[src/rtl/mem_initiator_if.sv]
// Bundle of host-command, memory-request and response signals for mem_initiator.
// The master modport is the initiator's view; slave is the host/memory side.
interface mem_initiator_if #(
    parameter int ADDR_WIDTH = 4,
    parameter int DATA_WIDTH = 8
);
    logic                  cmd_valid_i;
    logic                  cmd_ready_o;
    logic                  cmd_wr_rd_i;
    logic [ADDR_WIDTH-1:0] cmd_addr_i;
    logic [DATA_WIDTH-1:0] cmd_wdata_i;
    logic [ADDR_WIDTH-1:0] addr_o;
    logic [DATA_WIDTH-1:0] wdata_o;
    logic                  wr_rd_o;
    logic                  valid_o;
    logic                  ready_i;
    logic [DATA_WIDTH-1:0] rdata_i;
    logic                  rsp_valid_o;
    logic                  rsp_ready_i;
    logic                  rsp_wr_rd_o;
    logic [ADDR_WIDTH-1:0] rsp_addr_o;
    logic [DATA_WIDTH-1:0] rsp_rdata_o;
    logic                  rsp_err_o;
    logic                  busy_o;
    logic [7:0]            err_cnt_o;

    modport master (
        input  cmd_valid_i, cmd_wr_rd_i, cmd_addr_i, cmd_wdata_i,
        input  ready_i, rdata_i, rsp_ready_i,
        output cmd_ready_o, addr_o, wdata_o, wr_rd_o, valid_o,
        output rsp_valid_o, rsp_wr_rd_o, rsp_addr_o, rsp_rdata_o, rsp_err_o,
        output busy_o, err_cnt_o
    );

    modport slave (
        output cmd_valid_i, cmd_wr_rd_i, cmd_addr_i, cmd_wdata_i,
        output ready_i, rdata_i, rsp_ready_i,
        input  cmd_ready_o, addr_o, wdata_o, wr_rd_o, valid_o,
        input  rsp_valid_o, rsp_wr_rd_o, rsp_addr_o, rsp_rdata_o, rsp_err_o,
        input  busy_o, err_cnt_o
    );
endinterface

[src/rtl/mem_initiator.sv]
// Memory bus master: queues host commands, issues them one at a time over
// valid/ready, and returns one response per command with a timeout error flag.
module mem_initiator #(
    parameter int ADDR_WIDTH = 4,
    parameter int DATA_WIDTH = 8,
    parameter int FIFO_DEPTH = 4,
    parameter int TIMEOUT    = 15
) (
    input  logic           clk_i,
    input  logic           rst_i,
    mem_initiator_if.master bus
);
    localparam int PTR_W  = $clog2(FIFO_DEPTH);
    localparam int CNT_W  = PTR_W + 1;
    localparam int WAIT_W = $clog2(TIMEOUT + 1);
    localparam int CMD_W  = 1 + ADDR_WIDTH + DATA_WIDTH;
    localparam logic [WAIT_W-1:0] WAIT_LAST = WAIT_W'(TIMEOUT - 1);

    typedef enum logic [1:0] {IDLE, REQ, RSP} state_t;

    logic [CMD_W-1:0]      fifo_mem [FIFO_DEPTH];
    logic [PTR_W-1:0]      wr_ptr_q, wr_ptr_d, rd_ptr_q, rd_ptr_d;
    logic [CNT_W-1:0]      count_q, count_d;
    state_t                state_q, state_d;
    logic [WAIT_W-1:0]     wait_q, wait_d;
    logic                  valid_q, valid_d;
    logic                  wr_rd_q, wr_rd_d;
    logic [ADDR_WIDTH-1:0] addr_q, addr_d;
    logic [DATA_WIDTH-1:0] wdata_q, wdata_d;
    logic                  rsp_valid_q, rsp_valid_d;
    logic                  rsp_wr_rd_q, rsp_wr_rd_d;
    logic [ADDR_WIDTH-1:0] rsp_addr_q, rsp_addr_d;
    logic [DATA_WIDTH-1:0] rsp_rdata_q, rsp_rdata_d;
    logic                  rsp_err_q, rsp_err_d;
    logic [7:0]            err_cnt_q, err_cnt_d;

    logic                  full, empty, push, pop;
    logic [CMD_W-1:0]      head;

    assign full            = (count_q == CNT_W'(FIFO_DEPTH));
    assign empty           = (count_q == '0);
    assign bus.cmd_ready_o = !full && !rst_i;
    assign push            = bus.cmd_valid_i && bus.cmd_ready_o;
    assign head            = fifo_mem[rd_ptr_q];

    // Storage has no reset; occupancy is tracked solely by the pointers/count.
    always_ff @(posedge clk_i) begin
        if (push) begin
            fifo_mem[wr_ptr_q] <= {bus.cmd_wr_rd_i, bus.cmd_addr_i, bus.cmd_wdata_i};
        end
    end

    always_comb begin
        state_d     = state_q;
        wait_d      = wait_q;
        valid_d     = valid_q;
        wr_rd_d     = wr_rd_q;
        addr_d      = addr_q;
        wdata_d     = wdata_q;
        rsp_valid_d = rsp_valid_q;
        rsp_wr_rd_d = rsp_wr_rd_q;
        rsp_addr_d  = rsp_addr_q;
        rsp_rdata_d = rsp_rdata_q;
        rsp_err_d   = rsp_err_q;
        err_cnt_d   = err_cnt_q;
        pop         = 1'b0;
        case (state_q)
            IDLE: begin
                if (!empty) begin
                    pop     = 1'b1;
                    wr_rd_d = head[CMD_W-1];
                    addr_d  = head[DATA_WIDTH +: ADDR_WIDTH];
                    wdata_d = head[CMD_W-1] ? head[DATA_WIDTH-1:0] : '0;
                    valid_d = 1'b1;
                    wait_d  = '0;
                    state_d = REQ;
                end
            end
            REQ: begin
                // A handshake on the final wait cycle takes priority over the timeout.
                if (bus.ready_i) begin
                    valid_d     = 1'b0;
                    rsp_valid_d = 1'b1;
                    rsp_wr_rd_d = wr_rd_q;
                    rsp_addr_d  = addr_q;
                    rsp_rdata_d = wr_rd_q ? '0 : bus.rdata_i;
                    rsp_err_d   = 1'b0;
                    wait_d      = '0;
                    state_d     = RSP;
                end else if (wait_q == WAIT_LAST) begin
                    valid_d     = 1'b0;
                    rsp_valid_d = 1'b1;
                    rsp_wr_rd_d = wr_rd_q;
                    rsp_addr_d  = addr_q;
                    rsp_rdata_d = '0;
                    rsp_err_d   = 1'b1;
                    err_cnt_d   = (err_cnt_q == 8'hFF) ? err_cnt_q : err_cnt_q + 8'd1;
                    wait_d      = '0;
                    state_d     = RSP;
                end else begin
                    wait_d = wait_q + WAIT_W'(1);
                end
            end
            RSP: begin
                if (bus.rsp_ready_i) begin
                    rsp_valid_d = 1'b0;
                    state_d     = IDLE;
                end
            end
            default: state_d = IDLE;
        endcase

        wr_ptr_d = push ? wr_ptr_q + PTR_W'(1) : wr_ptr_q;
        rd_ptr_d = pop  ? rd_ptr_q + PTR_W'(1) : rd_ptr_q;
        case ({push, pop})
            2'b10:   count_d = count_q + CNT_W'(1);
            2'b01:   count_d = count_q - CNT_W'(1);
            default: count_d = count_q;
        endcase
    end

    always_ff @(posedge clk_i or posedge rst_i) begin
        if (rst_i) begin
            state_q     <= IDLE;
            wr_ptr_q    <= '0;
            rd_ptr_q    <= '0;
            count_q     <= '0;
            wait_q      <= '0;
            valid_q     <= 1'b0;
            wr_rd_q     <= 1'b0;
            addr_q      <= '0;
            wdata_q     <= '0;
            rsp_valid_q <= 1'b0;
            rsp_wr_rd_q <= 1'b0;
            rsp_addr_q  <= '0;
            rsp_rdata_q <= '0;
            rsp_err_q   <= 1'b0;
            err_cnt_q   <= '0;
        end else begin
            state_q     <= state_d;
            wr_ptr_q    <= wr_ptr_d;
            rd_ptr_q    <= rd_ptr_d;
            count_q     <= count_d;
            wait_q      <= wait_d;
            valid_q     <= valid_d;
            wr_rd_q     <= wr_rd_d;
            addr_q      <= addr_d;
            wdata_q     <= wdata_d;
            rsp_valid_q <= rsp_valid_d;
            rsp_wr_rd_q <= rsp_wr_rd_d;
            rsp_addr_q  <= rsp_addr_d;
            rsp_rdata_q <= rsp_rdata_d;
            rsp_err_q   <= rsp_err_d;
            err_cnt_q   <= err_cnt_d;
        end
    end

    assign bus.valid_o     = valid_q;
    assign bus.wr_rd_o     = wr_rd_q;
    assign bus.addr_o      = addr_q;
    assign bus.wdata_o     = wdata_q;
    assign bus.rsp_valid_o = rsp_valid_q;
    assign bus.rsp_wr_rd_o = rsp_wr_rd_q;
    assign bus.rsp_addr_o  = rsp_addr_q;
    assign bus.rsp_rdata_o = rsp_rdata_q;
    assign bus.rsp_err_o   = rsp_err_q;
    assign bus.err_cnt_o   = err_cnt_q;
    assign bus.busy_o      = (state_q != IDLE) || !empty;
endmodule
[src/flat_wrapper.sv]
// flat-port wrapper written by rule: the top's interface ports become plain ports
module mem_initiator_flat 
#(
    parameter int ADDR_WIDTH = 4,
    parameter int DATA_WIDTH = 8,
    parameter int FIFO_DEPTH = 4,
    parameter int TIMEOUT    = 15
)
  (clk_i, rst_i, bus_cmd_valid_i, bus_cmd_wr_rd_i, bus_cmd_addr_i, bus_cmd_wdata_i, bus_ready_i, bus_rdata_i, bus_rsp_ready_i, bus_cmd_ready_o, bus_addr_o, bus_wdata_o, bus_wr_rd_o, bus_valid_o, bus_rsp_valid_o, bus_rsp_wr_rd_o, bus_rsp_addr_o, bus_rsp_rdata_o, bus_rsp_err_o, bus_busy_o, bus_err_cnt_o);
  mem_initiator_if #(.ADDR_WIDTH(ADDR_WIDTH), .DATA_WIDTH(DATA_WIDTH)) bus_i ();
  input  logic clk_i;
  input  logic rst_i;
  input wire logic [$bits(bus_i.cmd_valid_i)-1:0] bus_cmd_valid_i;
  input wire logic [$bits(bus_i.cmd_wr_rd_i)-1:0] bus_cmd_wr_rd_i;
  input wire logic [$bits(bus_i.cmd_addr_i)-1:0] bus_cmd_addr_i;
  input wire logic [$bits(bus_i.cmd_wdata_i)-1:0] bus_cmd_wdata_i;
  input wire logic [$bits(bus_i.ready_i)-1:0] bus_ready_i;
  input wire logic [$bits(bus_i.rdata_i)-1:0] bus_rdata_i;
  input wire logic [$bits(bus_i.rsp_ready_i)-1:0] bus_rsp_ready_i;
  output wire logic [$bits(bus_i.cmd_ready_o)-1:0] bus_cmd_ready_o;
  output wire logic [$bits(bus_i.addr_o)-1:0] bus_addr_o;
  output wire logic [$bits(bus_i.wdata_o)-1:0] bus_wdata_o;
  output wire logic [$bits(bus_i.wr_rd_o)-1:0] bus_wr_rd_o;
  output wire logic [$bits(bus_i.valid_o)-1:0] bus_valid_o;
  output wire logic [$bits(bus_i.rsp_valid_o)-1:0] bus_rsp_valid_o;
  output wire logic [$bits(bus_i.rsp_wr_rd_o)-1:0] bus_rsp_wr_rd_o;
  output wire logic [$bits(bus_i.rsp_addr_o)-1:0] bus_rsp_addr_o;
  output wire logic [$bits(bus_i.rsp_rdata_o)-1:0] bus_rsp_rdata_o;
  output wire logic [$bits(bus_i.rsp_err_o)-1:0] bus_rsp_err_o;
  output wire logic [$bits(bus_i.busy_o)-1:0] bus_busy_o;
  output wire logic [$bits(bus_i.err_cnt_o)-1:0] bus_err_cnt_o;
  assign bus_i.cmd_valid_i = bus_cmd_valid_i;
  assign bus_i.cmd_wr_rd_i = bus_cmd_wr_rd_i;
  assign bus_i.cmd_addr_i = bus_cmd_addr_i;
  assign bus_i.cmd_wdata_i = bus_cmd_wdata_i;
  assign bus_i.ready_i = bus_ready_i;
  assign bus_i.rdata_i = bus_rdata_i;
  assign bus_i.rsp_ready_i = bus_rsp_ready_i;
  assign bus_cmd_ready_o = bus_i.cmd_ready_o;
  assign bus_addr_o = bus_i.addr_o;
  assign bus_wdata_o = bus_i.wdata_o;
  assign bus_wr_rd_o = bus_i.wr_rd_o;
  assign bus_valid_o = bus_i.valid_o;
  assign bus_rsp_valid_o = bus_i.rsp_valid_o;
  assign bus_rsp_wr_rd_o = bus_i.rsp_wr_rd_o;
  assign bus_rsp_addr_o = bus_i.rsp_addr_o;
  assign bus_rsp_rdata_o = bus_i.rsp_rdata_o;
  assign bus_rsp_err_o = bus_i.rsp_err_o;
  assign bus_busy_o = bus_i.busy_o;
  assign bus_err_cnt_o = bus_i.err_cnt_o;
  mem_initiator #(.ADDR_WIDTH(ADDR_WIDTH), .DATA_WIDTH(DATA_WIDTH), .FIFO_DEPTH(FIFO_DEPTH), .TIMEOUT(TIMEOUT)) u_core (.clk_i(clk_i), .rst_i(rst_i), .bus(bus_i));
endmodule
[config.mk]
export PLATFORM = sky130hd
export DESIGN_NAME = mem_initiator_flat
export DESIGN_NICKNAME = d
export VERILOG_FILES = /design/src/rtl/mem_initiator_if.sv /design/src/rtl/mem_initiator.sv /design/src/flat_wrapper.sv
export SDC_FILE = /design/constraint.sdc
export NUM_CORES = 1
export LEC_CHECK = 0
export BUFFER_PORTS_ARGS = -buffer_cell sky130_fd_sc_hd__clkbuf_2
export CORE_MARGIN = 5
export CORE_UTILIZATION = 45
export CTS_CLUSTER_SIZE = 16
export DETAILED_ROUTE_END_ITERATION = 7
export HOLD_SLACK_MARGIN = 0.15
export PLACE_DENSITY = 0.68
export SYNTH_ARGS = -nofsm -noshare
export SYNTH_HDL_FRONTEND = slang
export SYNTH_SLANG_ARGS = --single-unit
[constraint.sdc]
create_clock -name clk_i -period 2 [get_ports clk_i]
set_input_delay 0.3 -clock clk_i [delete_from_list [all_inputs] [get_ports clk_i]]
set_output_delay 0.3 -clock clk_i [all_outputs]
set_load 0.05 [all_outputs]
==> results of run 1 <==
metal layers:
layer / track usage (%) / vias to the layer above / part of all wire, %
met5: 0 / - / 0
met4: 5.410 / 0 / 1.2
met3: 3.419 / 7 / 4.9
met2: 25.56 / 59 / 50
met1: 18.14 / 1236 / 44
li1: - / 1255 / -
tightest hold or removal path, stage by stage:
cell and delay, ps:
clkbuf_2 80, nand2_1 40, o21ai_0 70
power by group through the flow:
stage	Combinational (mW)	Sequential [mW]	Clock, mW
floorplan	1.61	3.87	0
global route	3.72	3.07	1.45
CTS	3.42	3.01	1.37
finish	3.42	3.00	1.34
global placement	3.18	3.04	0
detailed placement	3.25	3.07	0
registers in the layout (all words and copies together) (netlist names), 2 cells and up:
signal and count:
u_core.bus.err_cnt_o 8, u_core.bus.addr_o 4, u_core.bus.wdata_o 8, u_core.count_q 3, u_core.state_q 2, u_core.bus.rsp_rdata_o 8, u_core.bus.rsp_addr_o 4, u_core.wr_ptr_q 2
u_core.wait_q 4, u_core.fifo_mem 52, u_core.rd_ptr_q 2
final timing paths:
check,from,cells past startpoint,slack [ps],endpoint
worst max-delay path,u_core.state_q[1],4,-2,bus_busy_o
worst min-delay path,bus_rdata_i[2],3,150,u_core.bus.rsp_rdata_o[2]
worst max register to register,u_core.state_q[1],11,80,u_core.count_q[2]
worst min register to register,u_core.wait_q[3],1,480,u_core.wait_q[3]
max in group asynchronous,rst_i,4,790,u_core.bus.err_cnt_o[4]
min in group asynchronous,rst_i,3,580,u_core.bus.rsp_addr_o[0]
cell families after synthesis:
kind of cell / Yosys count / synth area share, %
AND/OR/NAND/NOR: 79 / 9.346
XOR/XNOR: 11 / 2.256
adder cells (fa/ha/maj): 14 / 4.278
AO/OA/AOI/OAI: 34 / 4.981
multiplexers: 26 / 9.962
flip-flops: 102 / 65.87
buffers and inverters: 32 / 3.311
area by class of cell:
class	instances	area, um2
inverters	21	81.33
fillers	772	3981
repair buffers	99	630.6
clock inverters	7	77.57
well taps	129	161.4
flip-flops and latches	102	2813
multi-input cells	164	1371
clock buffers	9	123.9
timing repair:
action,4_1_cts,5_1_grt
pin swaps,1,2
buffers inserted,7,1
resized for setup,4,3
hold buffers,9,2
setup endpoints to repair,1,4
hold endpoints to repair,51,7
through the flow:
| step | instances | worst slack [ps] |
|---|---|---|
| 2_1_floorplan | 298 | 5.636 |
| 3_3_place_gp | 496 | 116.5 |
| 3_5_place_dp | 496 | 58.52 |
| 4_1_cts | 528 | 10.97 |
| 5_1_grt | 531 | -56.94 |
| 6_report | 531 | -1.583 |
Yosys cell counts:
cell type	count
edfxtp_1	52
dfrtp_1	50
nand2_1	49
inv_1	21
o21ai_0	17
ha_1	13
mux4_2	12
mux2_2	9
o31ai_1	9
xor2_1	7
and3_1	5
buf_2	5
nand2b_1	4
xnor2_1	4
mux2_1	3
nand3_1	3
nor2_1	3
nor3_1	3
o21ai_2	3
buf_4	2
clkbuf_1	2
mux2i_1	2
nor3b_1	2
nor4_2	2
a21oi_1	1
a21oi_2	1
a31oi_1	1
and2_1	1
buf_1	1
buf_6	1
fa_1	1
nand2b_4	1
nor2b_1	1
nor3_2	1
nor4b_2	1
o21ai_1	1
o41ai_1	1
or2_2	1
or3_1	1
or4b_4	1
==> flow_metrics.env, run 1 <==
export IMPL_startpoint_type="flop"
export IMPL_timing_final_crit_share_pct=100.1
export IMPL_core_area_mm2=0.009240
export IMPL_placed_area_mm2=0.004845
export IMPL_clkPwrFrac_pct=17.2
export IMPL_drt_iter0_markers=121
export IMPL_finalNetCount=437
export IMPL_ys_warn_count=0
export IMPL_powerDensity_mw_per_mm2=1475
export IMPL_initial_core_util_pct=46.22
export IMPL_synth_top_cell_area_share_pct=36.57
export IMPL_ant_nets=0
export IMPL_arrival_ps=1700
export IMPL_dieArea_mm2=0.01154
export IMPL_ios=65
export IMPL_avgSynthCellArea_um2=14.33
export IMPL_drive_gt1_share_pct=37.31
export IMPL_cp_num_buf_inv=2
export IMPL_ir_drop_uv=600.6
export IMPL_cts_buffer_depth=2
export IMPL_drv_cap=0
export IMPL_layout_min_cycle_time_ps=2002
export IMPL_clock_skew_ps=12.25
export IMPL_timing_hold_ws_ps=152.6
export IMPL_drcViolationCount=0
export IMPL_p_seq_share_pct=38.7
export IMPL_worst_hold_path_type="primary input to flop"
export IMPL_crit_chain="inv_2, ha_4, or4b_4, clkbuf_16"
export IMPL_maxSlewViolCount=0
export IMPL_fp_row_count=35
export IMPL_clkTransAtPathRegs_ps=110
export IMPL_setup_tns_ps=-1.583
export IMPL_path_delay_family="simple AND/OR/NAND/NOR gates"
export IMPL_grt_first_pass_wirelength_um=13090
export IMPL_htreeDepth=3
export IMPL_status="complete, but fails checks"
export IMPL_final_area_mm2=0.005259
export IMPL_clkLatencyLatePin_ps=370
export IMPL_rsz0062_at_grt="yes"
export IMPL_cellInternalPower_mw=4.546
export IMPL_cts_inserted_buffers=9
export IMPL_die_w_um=107.4
export IMPL_dp_hpwl_um=5555
export IMPL_synth_cell_types=40
export IMPL_max_freq_mhz=499.6
export IMPL_slowest_stage="or4b_4"
export IMPL_final_cell_mix="clkbuf_2 (63), edfxtp_1 (52), dfrtp_1 (50)"
export IMPL_final_common_cell="clkbuf_2"
export IMPL_area_growth_pct=23.15
export IMPL_power_frac_comb_pct=44.1
export IMPL_wl_per_cell_um=15.08
export IMPL_clock_sinks=102
export IMPL_diodes=0
export IMPL_hold_viol=0
export IMPL_vias=2557
export IMPL_tightest_slew_ps=610.0
export IMPL_netSwitchingPower_mw=3.209
export IMPL_switching_share_pct=41.38
export IMPL_io_buffers=64
export IMPL_grt_pass1_vias=2663
export IMPL_vias_per_cell=4.815
export IMPL_setup_ws_ps=-1.583
export IMPL_crit_type="flop to primary output"
export IMPL_seq_area_frac_synth_pct=65.87
export IMPL_place_congestion=0.7232
export IMPL_synth_top_cells_by_area="edfxtp_1 (37%), dfrtp_1 (29%), mux4_2 (6.3%)"
export IMPL_grt_max_degree=28
export IMPL_p_leak_nw=2.298
export IMPL_synth_seq_cells=102
export IMPL_drtPass1Iterations=4
export IMPL_antenna_found_initial=0
export IMPL_cp_required_ps=1700
export IMPL_synthesis_nets=338
export IMPL_cpPeakStageDelay_ps=470
export IMPL_p_total_mw=7.755
export IMPL_drt_wl_total_um=8008
export IMPL_gr_usage_all_layers_pct=14.80
export IMPL_setup_violations=1
export IMPL_syn_inst=298
export IMPL_cts_root_buf="clkbuf_8"
export IMPL_end_kind="primary output"
export IMPL_cp_max_fo=4
export IMPL_synth_top_cell_by_area="edfxtp_1"
export IMPL_die_y_um=107.4
export IMPL_cts_tree="built"
export IMPL_synth_area_mm2=0.004270
export IMPL_violations="negative setup slack"
export IMPL_utilization_pct=56.91
export IMPL_grt_overflow_total=0
export IMPL_timing_slew_headroom_pct=59.27
(Power assumes the default switching activity.)
==> run 2: changes to the inputs <==
--- a/config.mk
+++ b/config.mk
@@ -8,6 +8,7 @@
 export BUFFER_PORTS_ARGS = -buffer_cell sky130_fd_sc_hd__clkbuf_2
 export CORE_MARGIN = 5
 export CORE_UTILIZATION = 45
+export CTS_BUF_LIST = sky130_fd_sc_hd__clkbuf_16
 export CTS_CLUSTER_SIZE = 16
 export DETAILED_ROUTE_END_ITERATION = 7
 export HOLD_SLACK_MARGIN = 0.15
==> run 2 against run 1 <==
  * The flow now finishes without violations
  * Utilization is 0.23 points lower
  * Highest routed layer unchanged
  * Non-clock buffer count is 12 lower
  * Setup slack better by 41 ps
  * Via count is 1.8% lower
  * Sequential power hardly changed
  * Register-to-register slack better by 30 ps
  * Largest cell class unchanged
  * First-iteration DRC count is 12% higher
  * Largest power group unchanged
==> flow_metrics.env, run 2 (synthesized netlist as in run 1, its figures left out) <==
export IMPL_fill_cells=770
export IMPL_timing_slew_headroom_pct=58.21
export IMPL_end_kind="primary output"
export IMPL_tightest_slew_ps=625.9
export IMPL_cts_inserted_buffers=9
export IMPL_p_seq_share_pct=37.0
export IMPL_maxSlewViolCount=0
export IMPL_ant_nets=0
export IMPL_cts_tree="built"
export IMPL_clkLatencyLatePin_ps=340
export IMPL_p_leak_nw=2.291
export IMPL_setup_violations=0
export IMPL_r2r_slack_ps=110
export IMPL_layout_min_cycle_time_ps=1960
export IMPL_core_area_mm2=0.009240
export IMPL_antenna_found_initial=0
export IMPL_startpoint_type="flop"
export IMPL_crit_chain="inv_2, ha_4, or4b_4, clkbuf_16"
export IMPL_area_growth_pct=22.65
export IMPL_min_from="bus_cmd_wdata_i[7]"
export IMPL_final_common_cell="clkbuf_2"
export IMPL_r2r_start="u_core.state_q[1]"
export IMPL_switching_share_pct=39.78
export IMPL_cellInternalPower_mw=4.893
export IMPL_grt_pass1_vias=2625
export IMPL_cp_max_fo=4
export IMPL_slowest_stage="or4b_4"
export IMPL_cp_required_ps=1700
export IMPL_cts_buffer_depth=2
export IMPL_clock_skew_ps=6.802
export IMPL_regMostFlops="u_core.fifo_mem"
export IMPL_dp_hpwl_um=5555
export IMPL_power_frac_comb_pct=41.2
export IMPL_clock_sinks=102
export IMPL_dieArea_mm2=0.01154
export IMPL_ir_drop_uv=662.1
export IMPL_die_y_um=107.4
export IMPL_drtPass1Iterations=6
export IMPL_place_ws_ps=58.52
export IMPL_crit_type="flop to primary output"
export IMPL_hold_viol=0
export IMPL_gr_usage_all_layers_pct=14.63
export IMPL_setup_ws_ps=39.86
export IMPL_finalNetCount=425
export IMPL_grt_first_pass_wirelength_um=12970
export IMPL_cpPeakStageDelay_ps=480
export IMPL_worst_hold_path_type="primary input to flop"
export IMPL_place_congestion=0.7232
export IMPL_cts_root_buf="clkbuf_16"
export IMPL_arrival_ps=1660
export IMPL_powerDensity_mw_per_mm2=1552
export IMPL_htreeDepth=3
export IMPL_diodes=0
export IMPL_ios=65
export IMPL_die_w_um=107.4
export IMPL_vias_per_cell=4.838
export IMPL_largest_reg_flops=52
export IMPL_drv_cap=0
export IMPL_drt_wl_total_um=7973
export IMPL_netSwitchingPower_mw=3.233
export IMPL_status="complete, no violations"
export IMPL_clkTransAtPathRegs_ps=70
export IMPL_final_cell_mix="clkbuf_2 (62), edfxtp_1 (52), dfrtp_1 (50)"
export IMPL_layout_cells_non_filler=519
export IMPL_dp_cells=496
export IMPL_drcViolationCount=0
export IMPL_hold_end="u_core.fifo_mem[3][7]"
export IMPL_vias=2511
export IMPL_drt_iter0_markers=136
export IMPL_wl_per_cell_um=15.36
export IMPL_initial_core_util_pct=46.22
export IMPL_r2r_cells=7
export IMPL_timing_rr_end="u_core.bus.err_cnt_o[7]"
export IMPL_drive_gt1_share_pct=37.69
export IMPL_fp_row_count=35
export IMPL_setup_tns_ps=0
export IMPL_grt_max_degree=28
export IMPL_max_freq_mhz=510.2
export IMPL_io_buffers=64
export IMPL_grt_overflow_total=0
export IMPL_timing_final_crit_share_pct=98.01
export IMPL_hold_depth=1
export IMPL_clkPwrFrac_pct=21.8
==> run 2: changes by cell type in the layout (fill, tap and decap cells not counted), sizes merged <==
cell | before | now
clkbuf | 73 | 72
dlygate4sd3 | 11 | 1
buf | 24 | 23
==> run 2: how the worst max path moves through the flow <==
stage	start	end	slack (ps)	cells past startpoint
2_1_floorplan	u_core.count_q[0]	u_core.count_q[2]	6	10
3_3_place_gp	u_core.state_q[0]	u_core.count_q[2]	120	10
3_5_place_dp	u_core.state_q[0]	u_core.count_q[2]	60	10
4_1_cts	u_core.state_q[1]	bus_busy_o	5	4
5_1_grt	u_core.count_q[0]	u_core.count_q[2]	-8	10
6_report	u_core.state_q[1]	bus_busy_o	40	4
==> run 2: through the flow <==
step	hold WS (ps)	area (um2)	total power [mW]	utilization, %
6_report	177.8	5238	8.127	56.68
2_1_floorplan	398.9	4307	5.481	-
3_3_place_gp	429.1	4845	6.215	52.43
5_1_grt	173.2	5238	8.619	56.68
3_5_place_dp	447.4	4845	6.319	52.43
4_1_cts	170.6	5210	8.179	56.38
==> run 2: layer usage <==
metal	GRT usage, %	up-vias	share of wire [%]
met2	25.38	53	50
met4	4.599	0	1.3
met3	3.659	7	4.8
met1	17.99	1217	44
met5	0	-	0
li1	-	1234	-
==> run 2: what timing repair did <==
item / CTS / global route
endpoints found under the setup margin: 1 / 4
endpoints found under the hold margin: 25 / 0
cloned: 0 / 0
gates resized for setup: 4 / 1
hold buffers: 1 / 0
pin swaps: 0 / 4
buffers inserted: 3 / 4
==> run 2: cell type report <==
cell class / instances / area [um2] / area share, %
clock buffers: 9 / 225.2 / 4.300
clock inverters: 7 / 77.57 / 1.481
inverters: 21 / 78.83 / 1.505
multi-input cells: 164 / 1364 / 26.04
flip-flops and latches: 102 / 2813 / 53.70
well taps: 129 / 161.4 / 3.082
repair buffers: 87 / 518.0 / 9.890
==> run 2: power groups by stage <==
stage / Combinational (mW) / Sequential, mW / Clock, mW
final: 3.35 / 3.01 / 1.77
after global routing: 3.66 / 3.07 / 1.89
after CTS: 3.35 / 3.02 / 1.81
after detailed placement: 3.25 / 3.07 / 0
after global placement: 3.18 / 3.04 / 0
after floorplan: 1.61 / 3.87 / 0
==> run 2: worst max-delay path: cells and delay by family (launching register included) <==
kind	cells	cell delay [ps]
AND/OR/NAND/NOR	1	480
adder cells (fa/ha/maj)	1	160
flip-flops	1	390
buffers and inverters	2	290
==> run 3: changes to the inputs <==
==> constraint.sdc (replaced) <==
create_clock -name clk_i -period 2 [get_ports clk_i]
set_input_delay 0.1 -clock clk_i [delete_from_list [all_inputs] [get_ports clk_i]]
set_output_delay 0.1 -clock clk_i [all_outputs]
set_load 0.05 [all_outputs]
==> run 3 against run 2 <==
  * Total power is 3.1% higher
  * Final cell count rose by 4.4%
  * Utilization up 2.8 points
  * Sequential power is essentially flat
  * Cell area rose by 5.0%
  * Critical endpoint is now u_core.count_q[2]
==> flow_metrics.env, run 3 (synthesized netlist as in run 1, its figures left out) <==
export IMPL_tightest_slew_ps=533.5
export IMPL_setup_violations=0
export IMPL_netSwitchingPower_mw=3.213
export IMPL_clock_sinks=102
export IMPL_ant_nets=0
export IMPL_final_cell_mix="clkbuf_2 (64), edfxtp_1 (52), dfrtp_1 (50)"
export IMPL_maxSlewViolCount=0
export IMPL_timing_final_crit_share_pct=96.22
export IMPL_drt_iter0_markers=139
export IMPL_drt_wl_total_um=8203
export IMPL_diodes=0
export IMPL_largest_reg_flops=52
export IMPL_initial_core_util_pct=46.22
export IMPL_utilization_pct=59.50
export IMPL_cp_num_buf_inv=3
export IMPL_r2r_start="u_core.state_q[1]"
export IMPL_crit_chain="inv_2, ha_4, nand2b_1, inv_2, ha_4, inv_2, fa_2, xor2_1, nor2_1, xor2_1"
export IMPL_place_congestion=0.7161
export IMPL_ios=65
export IMPL_arrival_ps=2180
export IMPL_fp_row_count=35
export IMPL_antenna_found_initial=0
export IMPL_clkTransAtPathRegs_ps=70
export IMPL_cellInternalPower_mw=5.167
export IMPL_r2r_slack_ps=80
export IMPL_clock_skew_ps=5.881
export IMPL_htreeDepth=3
export IMPL_fill_cells=727
export IMPL_layout_min_cycle_time_ps=1924
export IMPL_drtPass1Iterations=4
export IMPL_finalNetCount=448
export IMPL_clkLatencyLatePin_ps=340
export IMPL_cpMostUsedCell="inv_2"
export IMPL_vias=2620
export IMPL_power_frac_comb_pct=40.6
export IMPL_switching_share_pct=38.34
export IMPL_path_delay_family="adder cells"
export IMPL_area_growth_pct=28.74
export IMPL_min_from="bus_ready_i"
export IMPL_cp_max_fo=4
export IMPL_max_freq_mhz=519.7
export IMPL_cpPeakStageDelay_ps=400
export IMPL_wl_per_cell_um=15.13
export IMPL_crit_start="u_core.state_q[1]"
export IMPL_p_leak_nw=2.395
export IMPL_clkPwrFrac_pct=23.5
export IMPL_core_area_mm2=0.009240
export IMPL_ir_drop_uv=517.1
export IMPL_grt_first_pass_wirelength_um=13480
export IMPL_cts_buffer_depth=2
export IMPL_hold_end="u_core.wait_q[1]"
export IMPL_drcViolationCount=0
export IMPL_die_w_um=107.4
export IMPL_cp_required_ps=2250
export IMPL_p_total_mw=8.380
export IMPL_cts_inserted_buffers=9
export IMPL_drive_gt1_share_pct=35.59
export IMPL_startpoint_type="flop"
export IMPL_io_buffers=64
export IMPL_hold_viol=0
export IMPL_cts_tree="built"
export IMPL_cts_root_buf="clkbuf_16"
export IMPL_end_kind="flop"
export IMPL_crit_type="flop to flop"
export IMPL_die_y_um=107.4
export IMPL_slowest_stage="dfrtp_1"
export IMPL_p_seq_share_pct=35.9
export IMPL_powerDensity_mw_per_mm2=1524
export IMPL_vias_per_cell=4.834
export IMPL_dieArea_mm2=0.01154
export IMPL_regMostFlops="u_core.fifo_mem"
export IMPL_timing_slew_headroom_pct=64.36
export IMPL_gr_usage_all_layers_pct=15.23
export IMPL_drv_cap=0
export IMPL_timing_rr_end="u_core.count_q[2]"
export IMPL_dp_hpwl_um=5634
export IMPL_grt_pass1_vias=2698
export IMPL_r2r_cells=10
export IMPL_final_common_cell="clkbuf_2"
export IMPL_worst_hold_path_type="primary input to flop"
export IMPL_hold_depth=3
export IMPL_grt_max_degree=39
export IMPL_status="complete, no violations"
export IMPL_grt_overflow_total=0
==> run 3: cell types whose count changed in the layout (fill, tap and decap cells not counted), moves of 2 or more <==
cell / delta
buf_4: -2
dlygate4sd3_1: +23
inv_6: -4
bufinv_16: +2
clkbuf_2: +2
==> run 3: timing repair <==
item	in CTS	in global routing
gates resized for setup	0	1
hold buffers	24	0
setup endpoints to repair	0	2
buffers inserted	0	6
endpoints found under the hold margin	112	0
==> run 3: worst max path at each step <==
stage | end | cells past startpoint
4_1_cts | u_core.count_q[2] | 10
6_report | u_core.count_q[2] | 10
5_1_grt | u_core.count_q[2] | 10
2_1_floorplan | u_core.count_q[2] | 10
3_3_place_gp | u_core.count_q[2] | 10
3_5_place_dp | u_core.count_q[2] | 10
==> run 3: power by group through the flow <==
| stage | clock, mW | combinational (mW) | sequential (mW) |
|---|---|---|---|
| floorplan | 0 | 1.61 | 3.87 |
| global placement | 0 | 3.19 | 3.04 |
| detailed placement | 0 | 3.27 | 3.06 |
| CTS | 2.02 | 3.32 | 3.02 |
| global route | 2.13 | 3.69 | 3.07 |
| finish | 1.97 | 3.40 | 3.01 |
==> run 3: metal layers <==
metal	GRT usage, %	part of all wire [%]	vias to the layer above
met1	19.48	43	1279
met2	25.51	50	61
li1	-	-	1273
met4	5.681	1.3	0
met3	3.299	4.8	7
met5	0	0	-
==> run 3: worst register-to-register path: stages, from the launching register on <==
cell,delay (ps)
dfrtp_1,400
inv_2,110
ha_4,160
nand2b_1,90
inv_2,90
ha_4,150
inv_2,40
fa_2,350
xor2_1,170
nor2_1,110
xor2_1,170
==> run 3: cell type report <==
cell class / count / area (um2) / share of cell area (%)
Clock buffer: 9 / 225.2 / 4.096
Sequential cell: 102 / 2813 / 51.16
Timing Repair Buffer: 110 / 738.2 / 13.43
Multi-Input combinational cell: 164 / 1361 / 24.76
Tap cell: 129 / 161.4 / 2.936
Inverter: 21 / 78.83 / 1.434
Clock inverter: 7 / 120.1 / 2.185
==> run 3: through the flow <==
step                      area (um2)  hold WS (ps)  worst slack (ps)  TNS, ps  cells
final                           5498         180.2             75.64        0    542
after global routing            5498         178.7            -32.34   -39.55    542
after CTS                       5443         167.1             4.222        0    536
after detailed placement        4857         109.7             38.17        0    496
after global placement          4857         96.32             115.1        0    496
after floorplan                 4307         198.9             5.636        0    298
